**src/rtl/inst_pkg.sv**
```systemverilog
// Shared instruction/ALU encodings. Also holds the FSM state type for the
// iterative mul/div responder.
package inst_pkg;

    typedef enum logic [4:0] {
        ADD  = 5'd0,
        SUB  = 5'd1,
        SLL  = 5'd2,
        SLT  = 5'd3,
        SLTU = 5'd4,
        XOR  = 5'd5,
        SRL  = 5'd6,
        SRA  = 5'd7,
        OR   = 5'd8,
        AND  = 5'd9,
        MUL  = 5'd10,
        DIV  = 5'd11,
        REM  = 5'd12
    } alu_op_t;

    typedef enum logic [1:0] {
        IDLE = 2'd0,
        BUSY = 2'd1,
        DONE = 2'd2
    } muldiv_state_t;

endpackage

```
**src/rtl/muldiv_div_step.sv**
```systemverilog
// One restoring-division iteration: shift the next dividend bit into the
// partial remainder, subtract the divisor if it fits, shift the quotient bit in.
module muldiv_div_step #(
    parameter int WIDTH = 32
) (
    input  logic [WIDTH-1:0] rem,
    input  logic [WIDTH-1:0] quo,
    input  logic [WIDTH-1:0] dvsr,
    output logic [WIDTH-1:0] rem_nxt,
    output logic [WIDTH-1:0] quo_nxt
);

    logic [WIDTH:0] part;
    logic           ge;

    // quo carries the unconsumed dividend bits at the top and quotient bits at the bottom
    assign part    = {rem, quo[WIDTH-1]};
    assign ge      = part >= {1'b0, dvsr};
    assign rem_nxt = ge ? (part[WIDTH-1:0] - dvsr) : part[WIDTH-1:0];
    assign quo_nxt = {quo[WIDTH-2:0], ge};

endmodule

```
**src/rtl/muldiv_unit.sv**
```systemverilog
// Iterative unsigned MUL/DIV/REM responder, one bit per cycle, with
// valid/ready handshakes on both request and response.
module muldiv_unit
    import inst_pkg::*;
#(
    parameter int WIDTH = 32
) (
    input  logic             clk,
    input  logic             rst,
    input  logic             req_valid,
    output logic             req_ready,
    input  logic [4:0]       req_op,
    input  logic [WIDTH-1:0] req_a,
    input  logic [WIDTH-1:0] req_b,
    output logic             resp_valid,
    input  logic             resp_ready,
    output logic [WIDTH-1:0] resp_data,
    output logic             busy
);

    localparam int CNT_W = $clog2(WIDTH) + 1;

    muldiv_state_t    state;
    logic [CNT_W-1:0] cnt;
    logic [4:0]       op_q;
    // MUL: acc=partial product, opa=multiplicand, opb=multiplier
    // DIV/REM: acc=partial remainder, opa=divisor, opb=dividend/quotient
    logic [WIDTH-1:0] acc, opa, opb;

    logic             idle, in_mul, in_div, in_rem, go_iter;
    logic [4:0]       s_op;
    logic [WIDTH-1:0] s_acc, s_a, s_b;
    logic [WIDTH-1:0] mul_acc, mul_a, mul_b, div_rem, div_quo;
    logic [WIDTH-1:0] nxt_acc, nxt_a, nxt_b, fin, fast;

    assign idle       = (state == IDLE);
    assign req_ready  = idle;
    assign resp_valid = (state == DONE);
    assign busy       = !idle;

    assign in_mul  = (req_op == MUL);
    assign in_div  = (req_op == DIV);
    assign in_rem  = (req_op == REM);
    assign go_iter = in_mul || ((in_div || in_rem) && (req_b != '0));

    // The first iteration runs on the acceptance edge straight from the request
    // operands, so the datapath inputs are muxed between request and registers.
    assign s_op  = idle ? req_op : op_q;
    assign s_acc = idle ? '0 : acc;
    assign s_a   = idle ? (in_mul ? req_a : req_b) : opa;
    assign s_b   = idle ? (in_mul ? req_b : req_a) : opb;

    assign mul_acc = s_acc + (s_b[0] ? s_a : '0);
    assign mul_a   = {s_a[WIDTH-2:0], 1'b0};
    assign mul_b   = {1'b0, s_b[WIDTH-1:1]};

    muldiv_div_step #(.WIDTH(WIDTH)) u_div_step (
        .rem     (s_acc),
        .quo     (s_b),
        .dvsr    (s_a),
        .rem_nxt (div_rem),
        .quo_nxt (div_quo)
    );

    assign nxt_acc = (s_op == MUL) ? mul_acc : div_rem;
    assign nxt_a   = (s_op == MUL) ? mul_a   : s_a;
    assign nxt_b   = (s_op == MUL) ? mul_b   : div_quo;
    assign fin     = (s_op == MUL) ? mul_acc : ((s_op == DIV) ? div_quo : div_rem);

    always_comb begin
        fast = '0;
        if (in_div)      fast = '1;
        else if (in_rem) fast = req_a;
    end

    always_ff @(posedge clk) begin
        if (rst) begin
            state     <= IDLE;
            cnt       <= '0;
            op_q      <= '0;
            acc       <= '0;
            opa       <= '0;
            opb       <= '0;
            resp_data <= '0;
        end else begin
            case (state)
                IDLE: if (req_valid) begin
                    op_q <= req_op;
                    if (go_iter) begin
                        state <= BUSY;
                        cnt   <= CNT_W'(WIDTH);
                        acc   <= nxt_acc;
                        opa   <= nxt_a;
                        opb   <= nxt_b;
                    end else begin
                        state     <= DONE;
                        resp_data <= fast;
                    end
                end
                BUSY: begin
                    cnt <= cnt - 1'b1;
                    acc <= nxt_acc;
                    opa <= nxt_a;
                    opb <= nxt_b;
                    // counter reaching 1 on this edge means the WIDTH-th iteration just ran
                    if (cnt == CNT_W'(2)) begin
                        state     <= DONE;
                        resp_data <= fin;
                    end
                end
                DONE: if (resp_ready) state <= IDLE;
                default: state <= IDLE;
            endcase
        end
    end

endmodule

```
**config.mk**
```make
export PLATFORM = sky130hd
export DESIGN_NAME = muldiv_unit
export DESIGN_NICKNAME = d
export VERILOG_FILES = /design/src/rtl/inst_pkg.sv /design/src/rtl/muldiv_div_step.sv /design/src/rtl/muldiv_unit.sv
export SDC_FILE = /design/constraint.sdc
export NUM_CORES = 1
export LEC_CHECK = 0
export CAP_MARGIN = 25
export CORE_MARGIN = 1
export CORE_UTILIZATION = 50
export CTS_CLUSTER_SIZE = 20
export DETAILED_ROUTE_END_ITERATION = 8
export PLACE_DENSITY = 0.74
export SYNTH_ARGS = -nofsm -noshare
export SYNTH_HDL_FRONTEND = slang
export SYNTH_HIERARCHICAL = 1
export SYNTH_SLANG_ARGS = --single-unit
```
**constraint.sdc**
```tcl
create_clock -name clk -period 7.9 [get_ports clk]
set_input_delay 1.975 -clock clk [delete_from_list [all_inputs] [get_ports clk]]
set_output_delay 1.975 -clock clk [all_outputs]
set_load 0.01 [all_outputs]
```
Word-level counts from Yosys, hierarchy flattened --
Index checks and enable logic that the tools add are counted.
Operators by class: $add $sub $neg 3, multiplexer cells 36, order comparisons 1, reduce and logical (&&, ||, !) cells 11, equal/unequal tests 13
Operator list (count):
- $mux 32 | 23
- $pmux 32 s2 | 4
- $ge 33x32->1 | 1
- $add 32x32->32 | 1
- $reduce_bool 32->1 | 1
- $sub 32x32->32 | 1
- $eq 5x4->1 const B | 5
- $mux 6 | 2
- $pmux 6 s2 | 1
- $mux 2 | 4
- $eq 6x2->1 const B | 1
- $ne 2x2->1 const B | 3
- $pmux 2 s3 | 1
- $reduce_and 3->1 | 2
- $sub 6x1->6 const B | 1
- $mux 5 | 1
- $ne 2x1->1 const B | 2
- $reduce_and 4->1 | 1
- $eq 2x1->1 const B | 1
- $eq 2x2->1 const B | 1
- $logic_not 2->1 | 1
- $logic_or 1x1->1 | 2
- $reduce_and 2->1 | 1
- $reduce_bool 2->1 | 1
- other kinds (2) | 2
Word-level totals: register bits 141, input bits 73, output and inout bits 35, word-level logic and storage cells 71

Depth between registers and ports, before layout --
Gate-level depths: netlist of run 1.
depth after elaboration 9, depth in mapped cells 27, depth with buffers taken out 20

By module --
The synthesis of run 1 kept the hierarchy.
By module, submodules not included:
- muldiv_unit | cells an instance 1472, area each 10386.2 um^2, sequential area each 2822.7 um^2, times used 1
- muldiv_div_step | cells an instance 355, area each 2571.2 um^2, sequential area each 0.0 um^2, times used 1

Worst setup path after synthesis of run 1 --
OpenSTA, ideal clock, no wires.
path kind input to register, start point input req_op[4], end point register resp_data[21], slack 1.727 ns, stages 22, path buffers 4, data arrival time 6.055 ns, setup time 0.119 ns, required time 7.781 ns, cell sequence nand4bb_1 -> clkbuf_1 -> nor2_4 -> buf_2 -> mux2i_1 -> o21ai_0 -> inv_1 -> ha_1 -> a21oi_2 -> a211oi_1 -> or3_4 -> nor4b_4 -> o21ai_2 -> a31oi_4 -> o21a_4 -> inv_2 -> buf_6 -> buf_12 -> mux2_4 -> o21ai_0 -> a31oi_1 -> o221a_2
On the way: longest elaborated chain between the ends 9, elaborated cells on any way between the ends 28, those cells by class 2 x add/sub; 1 x order compare; 6 x eq/ne; 15 x mux; 4 x reduce/logical
Ends and longest elaborated chain:
- start: declaration | line muldiv_unit.sv:12 | input logic [4:0] req_op,
- $eq 5x4->1 | line muldiv_unit.sv:41 | assign in_mul = (req_op == MUL);
- $mux 32 (2 in a row) | line muldiv_unit.sv:50 | assign s_a = idle ? (in_mul ? req_a : req_b) : opa;
- named net s_a[7] | line muldiv_unit.sv:32 | logic [WIDTH-1:0] s_acc, s_a, s_b;
- $ge 33x32->1 | line muldiv_div_step.sv:18 | assign ge = part >= {1'b0, dvsr};
- named net u_div_step.ge | line muldiv_div_step.sv:14 | logic ge;
- $mux 32 | line muldiv_div_step.sv:19 | assign rem_nxt = ge ? (part[WIDTH-1:0] - dvsr) : part[WIDTH-1:0];
- named net div_rem[21] | line muldiv_unit.sv:33 | logic [WIDTH-1:0] mul_acc, mul_a, mul_b, div_rem, div_quo;
- $mux 32 (2 in a row) | line muldiv_unit.sv:68 | assign fin = (s_op == MUL) ? mul_acc : ((s_op == DIV) ? div_quo : div_rem);
- $mux 32 | line muldiv_unit.sv:106 | if (cnt == CNT_W'(2)) begin
- $pmux 32 s2 | line muldiv_unit.sv:86 | case (state)
- end signal: assignment | line muldiv_unit.sv:97 | resp_data <= fast;
- end signal: assignment | line muldiv_unit.sv:108 | resp_data <= fin;
- end: declaration | line muldiv_unit.sv:17 | output logic [WIDTH-1:0] resp_data,
The timed path passes the listed nets, and every way through them passes these cells. The select of a mux whose other input is x is not followed. A chain may end at the register's enable or synchronous reset.

Final worst setup path of run 1 --
start point input req_op[4], end point register resp_data[19]
On the way: longest elaborated chain between the ends 9, elaborated cells on any way between the ends 28, those cells by class 2 x add/sub; 1 x order compare; 6 x eq/ne; 15 x mux; 4 x reduce/logical
Ends and longest elaborated chain (line):
- $eq 5x4->1 | muldiv_unit.sv:41
- $mux 32 (2 in a row) | muldiv_unit.sv:50
- named net s_a[8] | muldiv_unit.sv:32
- $ge 33x32->1 | muldiv_div_step.sv:18
- named net div_quo[0] | muldiv_unit.sv:33
- $mux 32 | muldiv_div_step.sv:19
- named net div_rem[19] | muldiv_unit.sv:33
- $mux 32 (2 in a row) | muldiv_unit.sv:68
- $mux 32 | muldiv_unit.sv:106
- $pmux 32 s2 | muldiv_unit.sv:86
The timed path passes the listed nets, and every way through them passes these cells. The select of a mux whose other input is x is not followed.

==> impl_metrics.toml, run 1 <==
[outcome]
status = "finished clean"

[worst_setup_path]
cp.depth = 22
ff2ff_path_depth = 20
critPathSlowestCell = "o21ai_0"
crit_path_end_kind = "flip-flop"
path_buf_inv = 5
cp.required_ns = 8.21
cp_max_fo = 48
cp_cell_sequence = "clkdlybuf4s50_1, nand4bb_1, nor2_4, buf_12, mux2i_1, o21ai_0, inv_1, ha_1, nand4_1, nor3_1, o211ai_1, nor4b_4, o21ai_2, a31oi_4, o21a_4, inv_2, buf_4, mux2_2, a211oi_1, o21ai_1, a22oi_1, nor2_1"
crit_arrival_ns = 7.63
crit_type = "in2reg"
cpPeakStageDelay_ns = 0.57
worstSetupStartpointType = "input port"
crit_family = "compound AO/OA/AOI/OAI gates"

[timing]
grt_setup_unrepaired = "false"
skew_ns = 0.0120
setup_viol_count_final = 0
fin_ws_ns = 0.575
hold-worst-slack_ns = 0.452
period_needed_ns = 7.33
tightest_slew_ns = 0.878
setup_tns_ns = 0
timing.final.hold_violations = 0
period_share = 0.927
slew_violations = 0
slew_headroom = 0.415
fmax_mhz = 137

[logic_synthesis]
synthTopCellsByCount = "nand2_1, nor2_1, a21oi_1"
synth.area.top_cells = "dfxtp_1, nand2_1, ha_1, a21oi_1, mux2i_1"
synth.avg_cell_area_um2 = 7.09
synthArstFlopShare = 0
synthesis.area_mm2 = 0.0130
postSynthCellCount = 1827
synth_edf_count = 0
ys_seq_elements = 141
yosysWarnings = 6
yosysSeqAreaShare = 0.218
synth.net_count = 1967
synth_top_area_frac = 0.218
synth.distinct_cells = 88
synth_most_common_cell = "nand2_1"
synth_area_leader_cell = "dfxtp_1"
ys.flop_type = "dfxtp_1"

[global_route]
grt_start_max_net_pins = 186
grt_pass1_wl_um = 74000
overflow = 0
track_usage = 0.362
grt_pass1_vias = 13300
antenna_found_initial = 0

[placement]
dp_slack_ns = 0.379
dp_hpwl_um = 34300
routabilityCongestion = 1.03
portBuffers = 107

[clock_tree]
max-clock-path-buffers = 2
post_cts_resized = 0
cts_tree = "yes"
cts-root-buf = "clkbuf_16"
htree_levels = 4
clock_latency_ns = 0.44
clock_sinks = 141
cts-buffers-inserted = 17
clk_pin_slew_ns = 0.07
ctsHoldBuffers = 0
post_cts_buffers = 0

[pwr]
p_per_area_mw_per_mm2 = 190
p_leak_nw = 5.51
power.total_mw = 2.77
ir_drop_v = 0.000182

[layout]
post-route-util = 0.576
drive_above_1_share = 0.0745
final_nets = 1966
synthToLayoutAreaGrowth_pct = 12.6
antenna_cells = 0
nFillCells = 2413

[die]
start_util = 0.512
fp.dieArea_mm2 = 0.0266
chipHeight_um = 163
die_x_um = 163
core-area_mm2 = 0.0253
rows = 58
io_pins = 108

[routing]
wl_per_cell_um = 22.2
drt_iter0_drc = 1679
ant_nets = 0
wl_um = 48200
drc = 0
dr.pass1.iters = 6
viasPerCell = 6.50
num_vias = 14100

[min_path]
holdPathStages = 2
hp-class = "reg2reg"

[run]
cap_violations = 0
[cell type report]
| cell class | instances | area [um^2] | area share |
|---|---|---|---|
| multi-input combinational | 1466 | 9140 | 0.627 |
| clock buffer | 18 | 429 | 0.0294 |
| sequential | 141 | 2820 | 0.194 |
| timing repair buffer | 148 | 1400 | 0.0961 |
| tap | 330 | 413 | 0.0283 |
| clock inverter | 14 | 180 | 0.0124 |
| inverter | 52 | 195 | 0.0134 |
[sequential cells by signal, summed over array words and instances, names as in the netlist]
| register | count |
|---|---|
| acc | 32 |
| opa | 32 |
| opb | 32 |
| resp_data | 32 |
| cnt | 6 |
| op_q | 5 |
| state | 2 |
[worst min-delay path: stages, from the launching register on]
cell     delay (ns)
dfxtp_1        0.31
nand2_1        0.05
a21oi_1        0.05
[path summary, 6_finish.rpt]
kind	start	endpoint	slack (ns)
worst max-delay path	req_op[4]	resp_data[19]	0.57
worst min-delay path	op_q[1]	op_q[1]	0.45
worst min register to register	op_q[1]	op_q[1]	0.45
worst max register to register	state[1]	resp_data[19]	2.12
[cells by family (layout without fill, tap and decap cells)]
group                      count (synthesis)  count (layout)  share of synthesized area
DFF                                      141             141                      0.218
xor gates and xnor gates                  54              54                     0.0365
buffers and inverters                    220             232                     0.0793
and+or+nand+nor                          718             718                      0.251
muxes                                    103             103                     0.0852
adders and majority gates                 67              67                     0.0659
AOI/OAI and AO/OA                        524             524                      0.265
[per-stage QoR]
step                      area, um^2  instances
after floorplan                13000       1827
final                          14600       2169
after CTS                      14600       2169
after detailed placement       14000       2137
after global routing           14600       2169
after global placement         14000       2137
[cell usage in the layout (no fill, tap or decap), types with 5 or more instances in the layout]
master / n
nand2_1: 340
o21bai_1: 8
inv_6: 6
mux2_4: 9
nor3_1: 21
clkdlybuf4s50_1: 106
xnor2_1: 39
dfxtp_1: 141
nand4_1: 16
o211ai_1: 17
nor2_1: 156
nor2b_1: 14
and2_1: 67
nand2b_1: 9
o21a_1: 7
a211oi_1: 18
o21ai_0: 117
nand3_1: 25
buf_4: 40
a21oi_1: 147
inv_1: 51
and3_1: 18
ha_1: 65
a31oi_1: 27
a21o_1: 21
o21ai_1: 21
mux2i_1: 72
a311oi_1: 72
o21ai_2: 5
or3_1: 6
o41ai_1: 6
mux2_2: 21
nor4_1: 19
xor2_1: 15
clkbuf_16: 17
[where the power goes]
part | total, mW | switching [mW] | internal [mW]
sequential | 0.819 | 0.0392 | 0.779
clock | 0.874 | 0.370 | 0.504
combinational | 1.08 | 0.682 | 0.393
[per-layer routing]
metal,track usage,up-vias,share of wire
met5,0,-,0
li1,-,6472,-
met2,0.589,772,0.46
met4,0.232,0,0.066
met3,0.0578,190,0.081
met1,0.442,6674,0.40
(Power assumes the default switching activity.)
==> inputs of run 2 (changes only) <==
--- a/config.mk
+++ b/config.mk
@@ -5,6 +5,7 @@
 export SDC_FILE = /design/constraint.sdc
 export NUM_CORES = 1
 export LEC_CHECK = 0
+export ABC_AREA = 1
 export CAP_MARGIN = 25
 export CORE_MARGIN = 1
 export CORE_UTILIZATION = 50
==> constraint.sdc (replaced) <==
create_clock -name clk -period 7.9 [get_ports clk]
set_input_delay 1.975 -clock clk [delete_from_list [all_inputs] [get_ports clk]]
set_output_delay 1.975 -clock clk [all_outputs]
set_load 0.005 [all_outputs]
==> run 2 against run 1 <==
Total power grew 2.9%. Worst setup slack gained 0.82 ns. Clock skew shrank 0.0020 ns. Critical endpoint unchanged. Highest routed layer unchanged.
==> impl_metrics.toml, run 2 <==
[outcome]
status = "finished clean"

[placement]
dp_hpwl_um = 39900
portBuffers = 107
routabilityCongestion = 0.987

[routing]
num_vias = 16100
ant_nets = 0
wl_per_cell_um = 18.4
dr.pass1.iters = 6
wl_um = 52800
drc = 0
viasPerCell = 5.63
drt_iter0_drc = 1708

[worst_setup_path]
crit_path_end_kind = "flip-flop"
crit_arrival_ns = 6.87
rr_endpoint = "resp_data[9]"
r2r-start = "state[0]"
crit_type = "in2reg"
ff2ff_path_depth = 23
cp_max_fo = 74
worstSetupStartpointType = "input port"
cp.required_ns = 8.27
reg2reg_slack_ns = 2.63

[layout]
layout_common_cells = "nand2_1, inv_1, o21ai_0"
final_nets = 2615
synthToLayoutAreaGrowth_pct = 9.72
drive_above_1_share = 0.0386
antenna_cells = 0
final_common_cell = "nand2_1"

[timing]
setup_viol_count_final = 0
tightest_slew_ns = 0.997
grt_setup_unrepaired = "false"
skew_ns = 0.00993
setup_tns_ns = 0
period_share = 0.823
hold-worst-slack_ns = 0.461
period_needed_ns = 6.50
slew_headroom = 0.335
timing.final.hold_violations = 0
slew_violations = 0
fmax_mhz = 154

[logic_synthesis]
synth.area.top_cells = "nand2_1, dfxtp_1, inv_1, o21ai_0, a21oi_1"
ys.flop_type = "dfxtp_1"
synth_most_common_cell = "nand2_1"
synth_edf_count = 0
synthArstFlopShare = 0
yosysSeqAreaShare = 0.200
synth.net_count = 2624
synth.distinct_cells = 41
postSynthCellCount = 2484
ys_seq_elements = 141
synth_area_leader_cell = "nand2_1"
synthTopCellsByCount = "nand2_1, inv_1, o21ai_0"
synth_top_area_frac = 0.208
yosysWarnings = 6
synthesis.area_mm2 = 0.0141
synth.avg_cell_area_um2 = 5.67

[min_path]
hp-class = "reg2reg"
holdPathStages = 2
min-delay-start = "acc[7]"
holdPathEnd = "acc[7]"

[global_route]
grt_pass1_vias = 14800
track_usage = 0.363
grt_start_max_net_pins = 107
grt_pass1_wl_um = 80400
overflow = 0
antenna_found_initial = 0

[clock_tree]
cts-buffers-inserted = 17
post_cts_resized = 0
cts-root-buf = "clkbuf_16"
ctsHoldBuffers = 0
htree_levels = 4
clock_sinks = 141
cts_tree = "yes"
post_cts_buffers = 0
clock_latency_ns = 0.44
max-clock-path-buffers = 2
clk_pin_slew_ns = 0.07

[die]
chipHeight_um = 170
rows = 61
core-area_mm2 = 0.0278
io_pins = 108
fp.dieArea_mm2 = 0.0289
start_util = 0.507
die_x_um = 170

[pwr]
p_per_area_mw_per_mm2 = 184
p_leak_nw = 7.50
ir_drop_v = 0.000157

[run]
cap_violations = 0
-- run 2: cell types whose count changed in the layout (fill, tap and decap cells not counted), sizes merged, moves of 19 or more --
cell    delta
a21oi     +58
a311oi    -72
a31oi     +40
and2      -59
buf       -28
inv      +293
mux2      -31
mux2i     -72
nand2    +448
nand3     +98
nor2      +45
nor4      -19
o21ai    +120
xnor2     -38
-- run 2: report_power, final --
part           internal [mW]  leakage [nW]  switching, mW
clock                  0.515         0.299          0.361
combinational          0.354          6.04          0.768
sequential             0.802          1.16         0.0473
-- run 2: how the worst max path moves through the flow --
stage,start,endpoint,slack [ns],cells past startpoint
final,req_op[1],resp_data[19],1.40,24
after global routing,req_op[1],resp_data[19],1.11,24
after CTS,req_op[1],resp_data[19],1.52,24
after detailed placement,req_op[1],resp_data[20],1.08,24
after global placement,req_op[1],resp_data[19],1.14,24
after floorplan,req_op[1],resp_data[15],3.07,27
-- run 2: kinds of logic after synthesis --
| family | count (synthesis) | synth area share |
|---|---|---|
| flops | 141 | 0.200 |
| compound gates | 584 | 0.222 |
| buf+inv | 500 | 0.159 |
| fa+ha+maj | 67 | 0.0606 |
| xor+xnor | 20 | 0.0124 |
| simple gates | 1172 | 0.345 |
-- run 2: metrics by stage --
step                std cells  utilization  setup WS (ns)  power (mW)  cell area (um^2)
CTS                      2866        0.556           1.52        2.82             15500
global route             2866        0.556           1.11        2.99             15500
finish                   2866        0.556           1.40        2.85             15500
global placement         2834        0.534           1.14        1.94             14800
detailed placement       2834        0.534           1.08        1.95             14800
floorplan                2484            -           3.07        1.64             14100
-- run 2: layout make-up --
cell class              instances  area, um^2
clock inverters                13         164
fillers                      2898       12300
well taps                     378         473
clock buffers                  19         453
flip-flops and latches        141        2820
inverters                     351        1320
multi-input cells            1843        9030
repair buffers                121        1190
-- run 2: critical path, cell delays in order --
cell	delay (ns)
clkdlybuf4s50_1	0.51
inv_2	0.07
nor2_2	0.19
nand3_4	0.34
buf_12	0.32
o21ai_0	0.32
o21ai_0	0.19
inv_1	0.14
inv_1	0.09
ha_1	0.47
nand2_1	0.20
nor3_2	0.16
nand2_1	0.12
nor3_2	0.22
nand2_4	0.29
nand2_8	0.35
nand3_2	0.09
nand2_1	0.17
inv_1	0.06
o21ai_0	0.16
a21oi_1	0.06
nand2_1	0.10
nand3_1	0.08
a21oi_1	0.16
-- run 2: routing by layer --
metal  track usage  routed length [um]  share of wire  vias to the layer above
met3        0.0458                3400          0.064                      208
met1         0.436               21300           0.40                     7209
met2         0.585               23700           0.45                      799
met4         0.287                4390          0.083                        0
li1              -                   -              -                     7930
met5             0                   0              0                        -
